[src/rtl/spi_master_sched_pkg.sv]
// spi_master_sched_pkg: FSM state type, default divider and select-width helper for spi_master_sched
package spi_sched_pkg;
   typedef enum logic [2:0] {ST_IDLE, ST_SETUP, ST_HIGH, ST_LOW, ST_TAIL, ST_GAP} spim_st_t;
   localparam int CLKDIV_DEF = 4;
   function automatic int sw_width(input int n);
      return (n > 1) ? $clog2(n) : 1;
   endfunction
endpackage

[src/rtl/spi_master_sched_if.sv]
// spi_master_sched_if: client request/grant handshake and SPI bus pins of spi_master_sched
interface spi_master_sched_if
   import spi_sched_pkg::*;
#(
   parameter int NREQ = 4,
   parameter int NSLV = 4
);
   localparam int SW = sw_width(NSLV);
   logic [NREQ-1:0]    req;
   logic [NREQ*8-1:0]  req_data;
   logic [NREQ*SW-1:0] req_slv;
   logic [NREQ-1:0]    gnt;
   logic [NREQ-1:0]    done;
   logic [7:0]         rx_data;
   logic               busy;
   logic               sck;
   logic               mosi;
   logic               miso;
   logic [NSLV-1:0]    ss;
   modport master (input req, req_data, req_slv, miso, output gnt, done, rx_data, busy, sck, mosi, ss);
   modport slave (output req, req_data, req_slv, miso, input gnt, done, rx_data, busy, sck, mosi, ss);
endinterface

[src/rtl/spi_master_sched_arbiter.sv]
// spim_arbiter: picks one requester; SPIM_ROUND_ROBIN_EN searches from a rotating pointer, otherwise lowest index wins
module spim_arbiter #(
   parameter int NREQ = 4
) (
   input  logic [NREQ-1:0]         req,
`ifdef SPIM_ROUND_ROBIN_EN
   input  logic [$clog2(NREQ)-1:0] ptr,
   output logic [$clog2(NREQ)-1:0] nxt_ptr,
`endif
   output logic [NREQ-1:0]         win,
   output logic                    valid
);
   assign valid = |req;
`ifdef SPIM_ROUND_ROBIN_EN
   localparam int PW = $clog2(NREQ);
   logic [NREQ-1:0] rot;
   logic [PW-1:0]   k;
   // rotate requests so the pointer sits at bit 0, take the lowest set bit, map it back
   always_comb begin
      rot = NREQ'({req, req} >> ptr);
      k = ptr;
      for (int i = NREQ - 1; i >= 0; i--) k = rot[i] ? PW'((int'(ptr) + i) % NREQ) : k;
      win = valid ? NREQ'(1) << k : '0;
      nxt_ptr = PW'((int'(k) + 1) % NREQ);
   end
`else
   assign win = req & (~req + NREQ'(1));
`endif
endmodule

[src/rtl/spi_master_sched.sv]
// spi_master_sched: arbitrated multi-client SPI byte master; define SPIM_ROUND_ROBIN_EN for round-robin arbitration
module spi_master_sched
   import spi_sched_pkg::*;
#(
   parameter int NREQ   = 4,
   parameter int NSLV   = 4,
   parameter int CLKDIV = CLKDIV_DEF,
   parameter int GAP    = 4
) (
   input logic                Clk_i,
   input logic                Rst_ni,
   spi_master_sched_if.master bus
);
   localparam int SW = sw_width(NSLV);
   localparam int DW = $clog2((CLKDIV > GAP) ? CLKDIV : GAP);
   spim_st_t        st, nxt;
   logic [DW-1:0]   divc;
   logic [2:0]      bitc;
   logic [7:0]      tx, rx, sel_data;
   logic [SW-1:0]   slv, sel_slv;
   logic [NREQ-1:0] own, win;
   logic            valid, last, take, on;
`ifdef SPIM_ROUND_ROBIN_EN
   logic [$clog2(NREQ)-1:0] ptr, nxt_ptr;
`endif
   spim_arbiter #(.NREQ(NREQ)) u_arb (
      .req     (bus.req),
`ifdef SPIM_ROUND_ROBIN_EN
      .ptr     (ptr),
      .nxt_ptr (nxt_ptr),
`endif
      .win     (win),
      .valid   (valid)
   );
   // winner's byte/slave mux and next-state decode; GAP uses its own length, every other phase lasts CLKDIV
   always_comb begin
      sel_data = '0;
      sel_slv = '0;
      for (int r = 0; r < NREQ; r++) begin
         sel_data = sel_data | (win[r] ? bus.req_data[8*r +: 8] : 8'h00);
         sel_slv = sel_slv | (win[r] ? bus.req_slv[SW*r +: SW] : '0);
      end
      last = divc == ((st == ST_GAP) ? DW'(GAP - 1) : DW'(CLKDIV - 1));
      take = st == ST_IDLE && valid;
      nxt = st;
      if (take) nxt = ST_SETUP;
      else if (st != ST_IDLE && last)
         nxt = (st == ST_SETUP || st == ST_LOW) ? ST_HIGH :
               (st == ST_HIGH) ? ((bitc == 3'd7) ? ST_TAIL : ST_LOW) :
               (st == ST_TAIL) ? ST_GAP : ST_IDLE;
   end
   // state, counters, shift registers and the one-cycle grant/done pulses; miso is taken on each sck rise
   always_ff @(posedge Clk_i) begin
      if (!Rst_ni) begin
         st <= ST_IDLE;
         divc <= '0;
         bitc <= '0;
         tx <= '0;
         rx <= '0;
         slv <= '0;
         own <= '0;
         bus.gnt <= '0;
         bus.done <= '0;
         bus.rx_data <= '0;
`ifdef SPIM_ROUND_ROBIN_EN
         ptr <= '0;
`endif
      end else begin
         st <= nxt;
         divc <= (nxt != st || st == ST_IDLE) ? '0 : divc + 1'b1;
         bus.gnt <= take ? win : '0;
         bus.done <= (st == ST_TAIL && last) ? own : '0;
         if (st == ST_TAIL && last) bus.rx_data <= rx;
         if (nxt == ST_HIGH && st != ST_HIGH) rx <= {rx[6:0], bus.miso};
         if (take) begin
            tx <= sel_data;
            slv <= sel_slv;
            own <= win;
            bitc <= '0;
`ifdef SPIM_ROUND_ROBIN_EN
            ptr <= nxt_ptr;
`endif
         end else if (st == ST_HIGH && last && bitc != 3'd7) begin
            tx <= {tx[6:0], 1'b0};
            bitc <= bitc + 3'd1;
         end
      end
   end
   assign on = st inside {ST_SETUP, ST_HIGH, ST_LOW, ST_TAIL};
   assign bus.busy = st != ST_IDLE;
   assign bus.sck = st == ST_HIGH;
   assign bus.mosi = tx[7];
   assign bus.ss = (on && int'(slv) < NSLV) ? NSLV'(1) << slv : '0;
endmodule

[src/flat_wrapper.sv]
// flat-port wrapper written by rule: the top's interface ports become plain ports
module spi_master_sched_flat import spi_sched_pkg::*;
#(
   parameter int NREQ   = 4,
   parameter int NSLV   = 4,
   parameter int CLKDIV = CLKDIV_DEF,
   parameter int GAP    = 4
)
  (Clk_i, Rst_ni, bus_req, bus_req_data, bus_req_slv, bus_miso, bus_gnt, bus_done, bus_rx_data, bus_busy, bus_sck, bus_mosi, bus_ss);
  spi_master_sched_if #(.NREQ(NREQ), .NSLV(NSLV)) bus_i ();
  input logic Clk_i;
  input logic Rst_ni;
  input wire logic [$bits(bus_i.req)-1:0] bus_req;
  input wire logic [$bits(bus_i.req_data)-1:0] bus_req_data;
  input wire logic [$bits(bus_i.req_slv)-1:0] bus_req_slv;
  input wire logic [$bits(bus_i.miso)-1:0] bus_miso;
  output wire logic [$bits(bus_i.gnt)-1:0] bus_gnt;
  output wire logic [$bits(bus_i.done)-1:0] bus_done;
  output wire logic [$bits(bus_i.rx_data)-1:0] bus_rx_data;
  output wire logic [$bits(bus_i.busy)-1:0] bus_busy;
  output wire logic [$bits(bus_i.sck)-1:0] bus_sck;
  output wire logic [$bits(bus_i.mosi)-1:0] bus_mosi;
  output wire logic [$bits(bus_i.ss)-1:0] bus_ss;
  assign bus_i.req = bus_req;
  assign bus_i.req_data = bus_req_data;
  assign bus_i.req_slv = bus_req_slv;
  assign bus_i.miso = bus_miso;
  assign bus_gnt = bus_i.gnt;
  assign bus_done = bus_i.done;
  assign bus_rx_data = bus_i.rx_data;
  assign bus_busy = bus_i.busy;
  assign bus_sck = bus_i.sck;
  assign bus_mosi = bus_i.mosi;
  assign bus_ss = bus_i.ss;
  spi_master_sched #(.NREQ(NREQ), .NSLV(NSLV), .CLKDIV(CLKDIV), .GAP(GAP)) u_core (.Clk_i(Clk_i), .Rst_ni(Rst_ni), .bus(bus_i));
endmodule
[config.mk]
export PLATFORM = sky130hd
export DESIGN_NAME = spi_master_sched_flat
export DESIGN_NICKNAME = d
export VERILOG_FILES = /design/src/rtl/spi_master_sched_pkg.sv /design/src/rtl/spi_master_sched_if.sv /design/src/rtl/spi_master_sched_arbiter.sv /design/src/rtl/spi_master_sched.sv /design/src/flat_wrapper.sv
export SDC_FILE = /design/constraint.sdc
export NUM_CORES = 1
export LEC_CHECK = 0
export ABC_CLOCK_PERIOD_IN_PS = 1550
export CAP_MARGIN = 40
export CELL_PAD_IN_SITES_DETAIL_PLACEMENT = 1
export CELL_PAD_IN_SITES_GLOBAL_PLACEMENT = 1
export CORE_ASPECT_RATIO = 1.1
export CORE_MARGIN = 1
export CORE_UTILIZATION = 31
export DETAILED_ROUTE_END_ITERATION = 10
export HOLD_SLACK_MARGIN = 0.12
export PLACE_DENSITY_LB_ADDON = 0.1
export SYNTH_ARGS = -nofsm -noshare
export SYNTH_HDL_FRONTEND = slang
export SYNTH_HIERARCHICAL = 1
export SYNTH_SLANG_ARGS = --single-unit
[constraint.sdc]
create_clock -name Clk_i -period 1.55 [get_ports Clk_i]
set_input_delay 0.31 -clock Clk_i [delete_from_list [all_inputs] [get_ports Clk_i]]
set_output_delay 0.31 -clock Clk_i [all_outputs]
set_load 0.01 [all_outputs]
==> results.sh <==
export IMPL_ir_drop_mv=0.443
export IMPL_yosysTopAreaCellShare_pct=42.8
export IMPL_grt_pass1_vias=2193
export IMPL_num_nets_final=361
export IMPL_ys_ff_latch=46
export IMPL_async_reset_ff_share_pct=0
export IMPL_clk_latency_ns=0.30
export IMPL_grt_overflow=0
export IMPL_gp_congestion=0.813
export IMPL_fin_hold_ws_ns=0.435
export IMPL_synth_most_common_cell="dfxtp_1"
export IMPL_critical_path_peak_fanout=8
export IMPL_layout_cells_non_filler=394
export IMPL_ys_warnings_count=6
export IMPL_antenna_found_initial=0
export IMPL_io_pins=70
export IMPL_fmax_mhz=600
export IMPL_synth_cell_types=39
export IMPL_drive_above_1_share_pct=22.8
export IMPL_dp_hpwl_um=4520
export IMPL_detail_route_antenna_nets=0
export IMPL_violations="negative setup slack"
export IMPL_hold_path_class="flop to flop"
export IMPL_die_x_um=81.4
export IMPL_hp_start="u_core/divc[0]$_SDFF_PP0_"
export IMPL_final_core_util_pct=50.7
export IMPL_reg2reg_depth=5
export IMPL_p_per_area_nw_per_um2=770
export IMPL_syn_area_um2=2150
export IMPL_grt_pass1_wl_um=10600
export IMPL_power_leakage_nw=1.39
export IMPL_setup_viol=16
export IMPL_synth_main_ff_cell="dfxtp_1"
export IMPL_fp_dieH_um=89.3
export IMPL_post_route_drc_count=0
export IMPL_fillers=759
export IMPL_synth_edf_count=0
export IMPL_mappedNetlistNets=276
export IMPL_r2r_start="u_core/st[1]$_SDFF_PN0_"
export IMPL_firstDrtPassIters=4
export IMPL_wl_per_cell_um=16.6
export IMPL_cp_arrival_ns=1.85
export IMPL_cts_sinks=46
export IMPL_holdPathStages=1
export IMPL_drv_cap=0
export IMPL_critPathCaptureType="flop"
export IMPL_num_rows=31
export IMPL_status="finished with violations"
export IMPL_reg2reg_slack_ns=-0.12
export IMPL_portBuffers=69
export IMPL_fin_skew_ns=0.00577
export IMPL_cts_tree="done"
export IMPL_htree_levels=2
export IMPL_initial_utilization_pct=32.4
export IMPL_startpoint_type="flop"
export IMPL_die_area_um2=7270
export IMPL_core_region_area_um2=6630
export IMPL_slew_headroom_pct=82.7
export IMPL_grt_max_degree=44
export IMPL_rsz0062_at_grt="yes"
export IMPL_grt_usage_pct=19.4
export IMPL_drt_iter0_markers=70
export IMPL_vias=2041
export IMPL_worstPathRequired_ns=1.74
export IMPL_min_to="u_core/divc[0]$_SDFF_PP0_"
export IMPL_path_class="flop to flop"
export IMPL_cts_root_buffer="clkbuf_8"
export IMPL_syn_inst=226
export IMPL_antennaDiodeCount=0
export IMPL_syn_area_per_cell_um2=9.51
export IMPL_postRouteWirelength_um=6540
export IMPL_min_period_ns=1.67
export IMPL_cts_clk_slew_worst_paths_ns=0.09
export IMPL_clockBufferDepth=2
export IMPL_cts_buffers_inserted=5
export IMPL_synthTopCellsByArea="dfxtp_1, mux2i_1, a22o_1, nor2b_1, o21ai_0"
export IMPL_place_inst=381
export IMPL_synth_sequential_area_ratio_pct=42.8
export IMPL_setup_slack_ns=-0.116
export IMPL_slew_viol_final=0
export IMPL_vias_per_cell=5.18
export IMPL_r2r_end="u_core/tx[5]$_SDFFE_PN0P_"
export IMPL_finalPower_w=0.00259
export IMPL_hold_viol=0
export IMPL_synth_area_leader_cell="dfxtp_1"
export IMPL_syn_to_final_growth_pct=56.4
export IMPL_fin_crit_sh_pct=107
export IMPL_worst_slew_pin_slew_ns=0.259
export IMPL_synth_common_cells="dfxtp_1, nor2b_1, a22o_1, mux2i_1, o21ai_0"
## kinds of logic after synthesis
group           count (synthesis)  share of synthesized area [%]
simple gates                   64                           19.0
fa+ha+maj                       3                           1.75
mux                            16                           7.45
flops                          46                           42.8
compound gates                 72                           22.9
buf+inv                        25                           6.05
## layer usage
metal | track usage [%] | routed length, µm | up-vias
li1 | - | - | 994
met1 | 21.6 | 2690 | 998
met2 | 36.3 | 3480 | 41
met3 | 4.18 | 246 | 8
met4 | 6.49 | 118 | 0
met5 | 0 | 0 | -
## timing repair
action / in CTS / in global routing
hold buffers: 0 / 0
setup buffers: 5 / 0
pin swaps: 8 / 0
endpoints found under the setup margin: 29 / 24
hold endpoints to repair: 0 / 0
resized for setup: 63 / 10
cloned: 0 / 0
## state kept, by name (all words and copies together) (netlist names)
register,cells
u_core/bitc,3
u_core/bus.done,4
u_core/bus.gnt,4
u_core/bus.rx_data,8
u_core/divc,2
u_core/own,4
u_core/rx,8
u_core/slv,2
u_core/st,3
u_core/tx,8
## power breakdown
group          switching, W  leakage (nW)  total [W]  internal, W
sequential        0.0000206         0.376    0.00124      0.00121
clock              0.000441        0.0585   0.000926     0.000484
combinational      0.000177         0.954   0.000429     0.000252
## cell usage in the layout (no fill, tap or decap), types with 2 or more instances in the layout
master and n:
ha_1 2, nand2_1 9, o31ai_4 7, dfxtp_2 2
mux2i_1 16, and3_1 8, nand2b_1 4, clkbuf_8 5
nand3b_1 2, a21oi_1 11, buf_2 5, clkdlybuf4s50_1 56
a22o_1 16, dfxtp_1 43, buf_12 3, dlygate4sd2_1 4
nor2_1 4, nor2b_1 18, dlymetal6s2s_1 3, a31oi_1 8
a22oi_1 3, buf_6 4, a21boi_1 2, nand3_1 4
a21boi_0 3, o21ai_0 13, buf_4 26, a21oi_2 2
## per-stage QoR
step,area (µm²),setup slack (ns),TNS [ns]
after floorplan,2150,0.00681,0
after CTS,3330,-0.121,-1.12
after global routing,3360,-0.180,-2.00
after global placement,3060,-0.551,-11.30
after detailed placement,3060,-0.576,-12.22
final,3360,-0.116,-1.19
## layout make-up
type	instances	area (µm²)	share of cell area [%]
Sequential cell	46	927	27.6
Timing Repair Buffer	101	958	28.5
Clock buffer	5	68.8	2.05
Multi-Input combinational cell	155	1250	37.3
Inverter	2	7.51	0.223
Clock inverter	3	43.8	1.30
Tap cell	82	103	3.05
## worst max-delay path, cell delays in order (launching register included)
cell,delay [ns]
dfxtp_2,0.36
buf_4,0.17
or4b_4,0.55
buf_12,0.18
o31ai_4,0.24
a21oi_1,0.06
## how the worst max path moves through the flow
stage	endpoint	from	depth (start not counted)
6_report	u_core/tx[5]$_SDFFE_PN0P_	u_core/st[1]$_SDFF_PN0_	5
3_5_place_dp	u_core/tx[4]$_SDFFE_PN0P_	bus_req[1]	6
5_1_grt	bus_ss[1]	u_core/st[1]$_SDFF_PN0_	4
4_1_cts	bus_ss[2]	u_core/st[1]$_SDFF_PN0_	4
3_3_place_gp	u_core/tx[4]$_SDFFE_PN0P_	bus_req[0]	6
2_1_floorplan	u_core/tx[0]$_SDFFE_PN0P_	bus_req[0]	6
(Power assumes the default switching activity.)
